===== src/rtl/fp16_align_add.sv =====
// fp16_align_add: aligns two IEEE-754 half-precision operands by shifting
// the smaller-exponent significand right one bit per cycle, then forms the
// signed 14-bit sum for a downstream normalizer. Ready/valid on both sides.
module fp16_align_add (
  input  logic        clk,
  input  logic        rst,
  input  logic        in_valid,
  output logic        in_ready,
  input  logic [15:0] a,
  input  logic [15:0] b,
  input  logic        op,
  output logic        out_valid,
  input  logic        out_ready,
  output logic [13:0] mantisa,
  output logic [4:0]  exp,
  output logic        special
);

  typedef enum logic [1:0] {StIdle, StAlign, StAdd, StDone} state_e;

  state_e      state_q, state_d;
  logic [3:0]  count_q, count_d;
  logic [12:0] mag_l_q, mag_l_d;
  logic [12:0] mag_s_q, mag_s_d;
  logic        sign_l_q, sign_l_d;
  logic        sign_s_q, sign_s_d;
  logic        spec_pend_q, spec_pend_d;
  logic [13:0] mantisa_q, mantisa_d;
  logic [4:0]  exp_q, exp_d;
  logic        special_q, special_d;

  // Operand decode: denormals use effective exponent 1 and no hidden bit.
  logic [4:0]  eff_exp_a, eff_exp_b;
  logic [12:0] mag_a, mag_b;
  logic        sign_b_eff;
  logic        a_is_l;
  logic [4:0]  exp_diff;
  logic        any_special;
  logic [13:0] term_l, term_s;

  // Decode incoming operands and ordering information.
  always_comb begin
    eff_exp_a   = (a[14:10] == 5'd0) ? 5'd1 : a[14:10];
    eff_exp_b   = (b[14:10] == 5'd0) ? 5'd1 : b[14:10];
    // Significand sits at [11:1]; bit 0 is a guard bit, bit 12 headroom.
    mag_a       = {1'b0, (a[14:10] != 5'd0), a[9:0], 1'b0};
    mag_b       = {1'b0, (b[14:10] != 5'd0), b[9:0], 1'b0};
    sign_b_eff  = b[15] ^ op;
    a_is_l      = (eff_exp_a >= eff_exp_b);
    exp_diff    = a_is_l ? (eff_exp_a - eff_exp_b) : (eff_exp_b - eff_exp_a);
    any_special = (&a[14:10]) | (&b[14:10]);
  end

  // Signed terms for the final addition.
  always_comb begin
    term_l = sign_l_q ? (14'd0 - {1'b0, mag_l_q}) : {1'b0, mag_l_q};
    term_s = sign_s_q ? (14'd0 - {1'b0, mag_s_q}) : {1'b0, mag_s_q};
  end

  // Next-state and datapath updates.
  always_comb begin
    state_d     = state_q;
    count_d     = count_q;
    mag_l_d     = mag_l_q;
    mag_s_d     = mag_s_q;
    sign_l_d    = sign_l_q;
    sign_s_d    = sign_s_q;
    spec_pend_d = spec_pend_q;
    mantisa_d   = mantisa_q;
    exp_d       = exp_q;
    special_d   = special_q;

    unique case (state_q)
      StIdle: begin
        if (in_valid) begin
          spec_pend_d = any_special;
          if (a_is_l) begin
            mag_l_d  = mag_a;
            sign_l_d = a[15];
            mag_s_d  = mag_b;
            sign_s_d = sign_b_eff;
            exp_d    = eff_exp_a;
          end else begin
            mag_l_d  = mag_b;
            sign_l_d = sign_b_eff;
            mag_s_d  = mag_a;
            sign_s_d = a[15];
            exp_d    = eff_exp_b;
          end
          // Shifting 13 places already clears the 13-bit magnitude.
          if (any_special) begin
            count_d = 4'd0;
          end else if (exp_diff > 5'd13) begin
            count_d = 4'd13;
          end else begin
            count_d = exp_diff[3:0];
          end
          if (!any_special && exp_diff != 5'd0) begin
            state_d = StAlign;
          end else begin
            state_d = StAdd;
          end
        end
      end
      StAlign: begin
        mag_s_d = mag_s_q >> 1;
        count_d = count_q - 4'd1;
        if (count_q == 4'd1) begin
          state_d = StAdd;
        end
      end
      StAdd: begin
        if (spec_pend_q) begin
          special_d = 1'b1;
          mantisa_d = 14'd0;
          exp_d     = 5'd31;
        end else begin
          special_d = 1'b0;
          mantisa_d = term_l + term_s;
        end
        state_d = StDone;
      end
      StDone: begin
        if (out_ready) begin
          state_d = StIdle;
        end
      end
      default: state_d = StIdle;
    endcase
  end

  // State register with synchronous reset; reset discards any in-flight op.
  always_ff @(posedge clk) begin
    if (rst) begin
      state_q     <= StIdle;
      count_q     <= 4'd0;
      mag_l_q     <= 13'd0;
      mag_s_q     <= 13'd0;
      sign_l_q    <= 1'b0;
      sign_s_q    <= 1'b0;
      spec_pend_q <= 1'b0;
      mantisa_q   <= 14'd0;
      exp_q       <= 5'd0;
      special_q   <= 1'b0;
    end else begin
      state_q     <= state_d;
      count_q     <= count_d;
      mag_l_q     <= mag_l_d;
      mag_s_q     <= mag_s_d;
      sign_l_q    <= sign_l_d;
      sign_s_q    <= sign_s_d;
      spec_pend_q <= spec_pend_d;
      mantisa_q   <= mantisa_d;
      exp_q       <= exp_d;
      special_q   <= special_d;
    end
  end

  // Output decode.
  always_comb begin
    in_ready  = (state_q == StIdle);
    out_valid = (state_q == StDone);
    mantisa   = mantisa_q;
    exp       = exp_q;
    special   = special_q;
  end

endmodule

===== config.mk =====
export PLATFORM = sky130hd
export DESIGN_NAME = fp16_align_add
export DESIGN_NICKNAME = d
export VERILOG_FILES = /design/src/rtl/fp16_align_add.sv
export SDC_FILE = /design/constraint.sdc
export NUM_CORES = 1
export LEC_CHECK = 0
export CORE_MARGIN = 1
export CORE_UTILIZATION = 55
export DETAILED_ROUTE_END_ITERATION = 6
export PLACE_DENSITY = 0.82
export SYNTH_ARGS = -nofsm -noshare
export SYNTH_HDL_FRONTEND = slang
export SYNTH_SLANG_ARGS = --single-unit

===== constraint.sdc =====
create_clock -name clk -period 5 [get_ports clk]
set_input_delay 1.5 -clock clk [delete_from_list [all_inputs] [get_ports clk]]
set_output_delay 1.5 -clock clk [all_outputs]
set_load 0.05 [all_outputs]

* Word-level counts from Yosys, hierarchy flattened
Cells that the tools add are included.
** Storage, ports and cells
- Bits in latches :: 0
- Memories :: 0
- RAM bits :: 0
- Bits in read-only memories :: 0
- Bits in registers :: 55
** Cells by class
- Bitwise gates (word level) :: 2
- Multiply operators :: 0
- Muxes and demuxes :: 26
- Equal/unequal tests :: 8
- Add/subtract/negate cells :: 6
- Order comparisons :: 2
- Shift-type cells :: 0
- Reductions and logical operators :: 16
- Divide/modulo/power cells :: 0
** Operators by type and width (count)
- 14-bit two-way mux :: 3
- 5-bit two-way mux :: 6
- 1-bit by 13-bit subtractor with 14-bit output, first input constant :: 2
- 13-bit one-hot mux with 2 select lines :: 1
- 12-bit two-way mux :: 2
- 5-bit nonzero test :: 3
- 14-bit adder :: 1
- 13-bit two-way mux :: 1
- 4-bit two-way mux :: 3
- 5-bit zero test :: 2
- 5-bit one-hot mux with 2 select lines :: 1
- 5-bit AND reduction :: 2
- 5-bit subtractor :: 2
- 2-bit two-way mux :: 4
- 2-bit one-hot mux with 4 select lines :: 1
- 4-bit one-hot mux with 2 select lines :: 1
- 2-bit != test, second input constant :: 3
- 3-bit AND reduction :: 2
- 5-bit >= comparator :: 1
- 5-bit by 4-bit > comparator with 1-bit output, second input constant :: 1
- 2-bit == test, second input constant :: 2
- 4-bit by 1-bit == test with 1-bit output, second input constant :: 1
- 2-bit AND reduction :: 2
- 2-bit nonzero test :: 2
- other kinds (9) :: 11

* Logic depth before layout (Yosys ltp)
- Word-level depth :: 9
- Gate-level depth with buffers :: 13
- Depth with buffers taken out :: 13

* Worst setup path after synthesis
OpenSTA, ideal clock, no wires.
- Kind :: input -> register
- Start point :: input b[11]
- End point :: register state_q[0]
- Setup slack :: 649 ps
- Data required time :: 4884 ps
- Path buffers :: 0
- Arrival :: 4235 ps
- Cell stages on the path :: 11
- Setup time :: 116 ps
- Cell sequence :: or4_4 > nand2_1 > inv_1 > ha_1 > a21o_1 > a221oi_2 > o21ai_4 > mux2i_1 > xor2_1 > or4_1 > a41o_1
** Between the ends
- Cells in the longest elaborated chain, start to end :: 9
- Elaborated cells between the ends (all ways) :: 14
- Classes of those cells :: add/sub: 2; order compare: 1; mux: 5; bitwise: 1; reduce/logical: 5
** RTL lines
- start: declaration :: RTL line 10 : input logic [15:0] b,
- 5-bit zero test :: RTL line 44 : eff_exp_b = (b[14:10] == 5'd0) ? 5'd1 : b[14:10];
- 5-bit two-way mux :: RTL line 44
- 5-bit subtractor / 5-bit >= comparator (equally long branches) :: RTL line 50, 49
- 5-bit two-way mux :: RTL line 50 : exp_diff = a_is_l ? (eff_exp_a - eff_exp_b) : (eff_exp_b - eff_exp_a);
- 5-bit nonzero test :: RTL line 98 : if (!any_special && exp_diff != 5'd0) begin
- 1-bit logical AND (*) :: RTL line 98
- 2-bit two-way mux (*) :: RTL line 98
- 2-bit two-way mux (*) :: RTL line 75 : if (in_valid) begin
- 2-bit one-hot mux with 4 select lines (*) :: RTL line 73 : unique case (state_q)
- end signal: assignment :: RTL line 135 : state_q <= StIdle;
- end signal: assignment :: RTL line 146 : state_q <= state_d;
- end: declaration :: RTL line 21 : state_e state_q, state_d;
Every way passes the cells marked *; elsewhere a longest branch is shown, timed or not. The select of a mux whose other input is x is not followed.
A chain may end at the register's enable or synchronous reset.

* Worst setup path in the final report
Same ends and word-level chain as after synthesis.

==> metrics.txt <==
Die H=86.1 um; reg2reg setup slack=1760 ps; critical register-to-register path endpoint=mantisa[13]$_SDFFE_PP0P_; Slew HR=51.4%; Gates resized, CTS repair=0; Antenna diodes=0; Cell Pwr Density=510 mW/mm^2; port bufs=58; Startpoint Class=input port; DRT Wirelength=9.19 mm; Worst VDD drop=0.308 mV; post-synth cell types=56; clk sink count=52; FF-to-FF path depth=12; setup TNS=0 ps; hold path start=mag_s_q[1]$_SDFFE_PP0P_; HPWL Detailed=7.38 mm; Max Cap Viol=0; vias=3630; DR iter-0 viols=181; crit path kind=input port to flop; Final Util=68.5%; Top FF cell, synth=dfxtp_1; total CTS buffers=5; register bit total from synthesis=52; commonest non-fill, non-tap cells in the layout=58 x clkdlybuf4s50_1, 52 x dfxtp_1, 47 x nand2_1; Die W=86.1 um; hold buffers post-CTS=0; Top-Level Pins=59; gr ovfl total=0; DRT antenna net count=0; worst path required time=5210 ps; Layout area overhead=19.6%; worst r2r src=mag_l_q[1]$_SDFFE_PP0P_; Critical Path, Cell by Cell=clkdlybuf4s50_1, or4_4, nand2_1, inv_1, ha_1, a21o_1, a221oi_2, o21ai_4, mux2i_1, xor2_1, or4_1, a41o_1; CP delay by family, top=simple AND/OR/NAND/NOR gates; hold path endpoint=mag_s_q[1]$_SDFFE_PP0P_; Final nets=598; syn_area_per_cell=8.07 sq um; sequential element share of the synthesized area=26.8%; Post-synth EDFFs=0; CTS tree=yes; clock latency at the later pin of the worst-skew pair=300 ps; Total Routing Usage GR=26.5%; Async SR Flop Fraction=0%; Net Count, Synth=550; drc violations=0; core area=0.00679 sq mm; final count of negative-setup-slack endpoints=0; outcome=finished, final reports clean; Hold Vio Cnt, Final=0; unrepaired setup endpoints after global routing=no; first-pass GRT wire length=15.9 mm; leakage power=1.91 nW; Layout Skew=13.0 ps; commonest non-fill, non-tap cell in the layout=clkdlybuf4s50_1; Root Buffer Master=clkbuf_8; setup ws final=447 ps; Setup crit start=b[11]; Initial Util=57.2%; Worst-path clk slew=100 ps; Buf/Inv on CP=2; total chip power=2.37 mW; Post-CTS Repair Setup Buffers=0; Tcrit/Tclk final=91.1%; DIE AREA=0.00741 sq mm; first drt pass iteration count=5; min-delay worst type=flop to flop; Worst path max stage delay=570 ps; largest net degree at the start of global routing=47; Rows=30; worst hold stages=2; GP Congestion=0.859; number of global-route vias before repair=3479; Clock H-tree levels=2; Clock Path Buffers=2; minimum clock period after layout=4550 ps; initial antenna violation count=0; f_max=220 MHz; Max stage delay cell, worst path=or4_4; Mapped Cells=482; CP Capture Type=flop; Cell Area, Synth=0.00389 sq mm; share of cells above drive strength 1=5.65%; CP Max Fanout=7; vias per cell=5.79; synth warn=0; Avg WL per Cell=14.7 um; Hold WS=476 ps; pre-CTS setup slack=135 ps; Worst-Margin Slew=724 ps; fin. max-slew vios=0; CP Data Arrival Time=4760 ps
[worst register-to-register path: cells and delay by family, from the launching register on]
kind	cells	cell delay, ps
buffers and inverters	1	100
and+or+nand+nor	1	70
DFF	1	450
AOI/OAI and AO/OA	7	1550
xor gates and xnor gates	1	170
adders and majority gates	2	820
[kinds of logic (layout without fill, tap and decap cells)]
| group | after synthesis | after routing | synth area share (%) |
|---|---|---|---|
| AOI/OAI and AO/OA | 137 | 137 | 24.3 |
| xor gates and xnor gates | 38 | 38 | 8.56 |
| adders and majority gates | 31 | 31 | 10.6 |
| buffers and inverters | 54 | 103 | 5.34 |
| DFF | 52 | 52 | 26.8 |
| muxes | 25 | 25 | 6.56 |
| and+or+nand+nor | 145 | 145 | 17.9 |
[per-layer routing]
| metal | vias up | share of wire, % | global-route usage, % |
|---|---|---|---|
| met1 | 1690 | 42 | 31.8 |
| met4 | 0 | 4.0 | 11.4 |
| met3 | 28 | 3.5 | 3.18 |
| met2 | 90 | 50 | 47.5 |
| li1 | 1822 | - | - |
| met5 | - | 0 | 0 |
[through the flow]
| step | cells | area, sq um |
|---|---|---|
| global placement | 619 | 4560 |
| global route | 627 | 4650 |
| CTS | 627 | 4650 |
| floorplan | 482 | 3890 |
| detailed placement | 619 | 4560 |
| finish | 627 | 4650 |
[layout make-up]
type / count / area, sq um
flip-flops and latches: 52 / 1040
clock inverters: 1 / 7.51
well taps: 96 / 120
fillers: 598 / 2140
clock buffers: 7 / 86.3
repair buffers: 68 / 656
multi-input cells: 376 / 2640
inverters: 27 / 101
[cell usage after synthesis (all sizes together), types with 3 or more instances]
| cell | n | area (sq um) |
|---|---|---|
| dfxtp | 52 | 1040 |
| nand2 | 47 | 176 |
| nor2 | 42 | 158 |
| a21oi | 40 | 200 |
| xnor2 | 29 | 254 |
| ha | 28 | 350 |
| inv | 27 | 101 |
| mux2i | 21 | 210 |
| a211oi | 20 | 163 |
| clkbuf | 19 | 71.3 |
| o21ai | 19 | 106 |
| o211ai | 11 | 82.6 |
| nor2b | 10 | 62.6 |
| nor3 | 9 | 45.0 |
| xor2 | 9 | 78.8 |
| buf | 8 | 35.0 |
| nand3 | 8 | 40.0 |
| o31ai | 7 | 52.6 |
| a21o | 6 | 45.0 |
| nand2b | 6 | 37.5 |
| a22o | 5 | 43.8 |
| a31oi | 4 | 25.0 |
| and2 | 4 | 25.0 |
| mux2 | 4 | 45.0 |
| or4 | 4 | 33.8 |
| a221oi | 3 | 32.5 |
| a222oi | 3 | 30.0 |
| a22oi | 3 | 22.5 |
| and3 | 3 | 18.8 |
| fa | 3 | 60.1 |
| nor4 | 3 | 33.8 |
| or3 | 3 | 18.8 |
[worst max-delay path by stage]
stage / endpoint / slack (ps) / cells past startpoint
global placement: state_q[0]$_SDFFE_PP0P_ / 200 / 12
global route: state_q[0]$_SDFFE_PP0P_ / 290 / 12
detailed placement: state_q[0]$_SDFFE_PP0P_ / 130 / 12
CTS: state_q[0]$_SDFFE_PP0P_ / 460 / 12
finish: state_q[0]$_SDFFE_PP0P_ / 450 / 12
floorplan: state_q[0]$_SDFFE_PP0P_ / 650 / 11
[sequential cells by signal (all words and copies together), names as in the netlist]
name / cells
mantisa: 14
mag_s_q: 12
sign_s_q: 1
count_q: 4
sign_l_q: 1
exp: 5
spec_pend_q: 1
state_q: 2
mag_l_q: 11
special: 1
[report_power, final]
group / total [mW] / internal [mW] / switching, mW
registers: 0.658 / 0.535 / 0.124
clock network: 0.253 / 0.113 / 0.140
logic: 1.46 / 0.596 / 0.868
total: 2.37 / 1.24 / 1.13
Power figures use the tool's default switching activity.
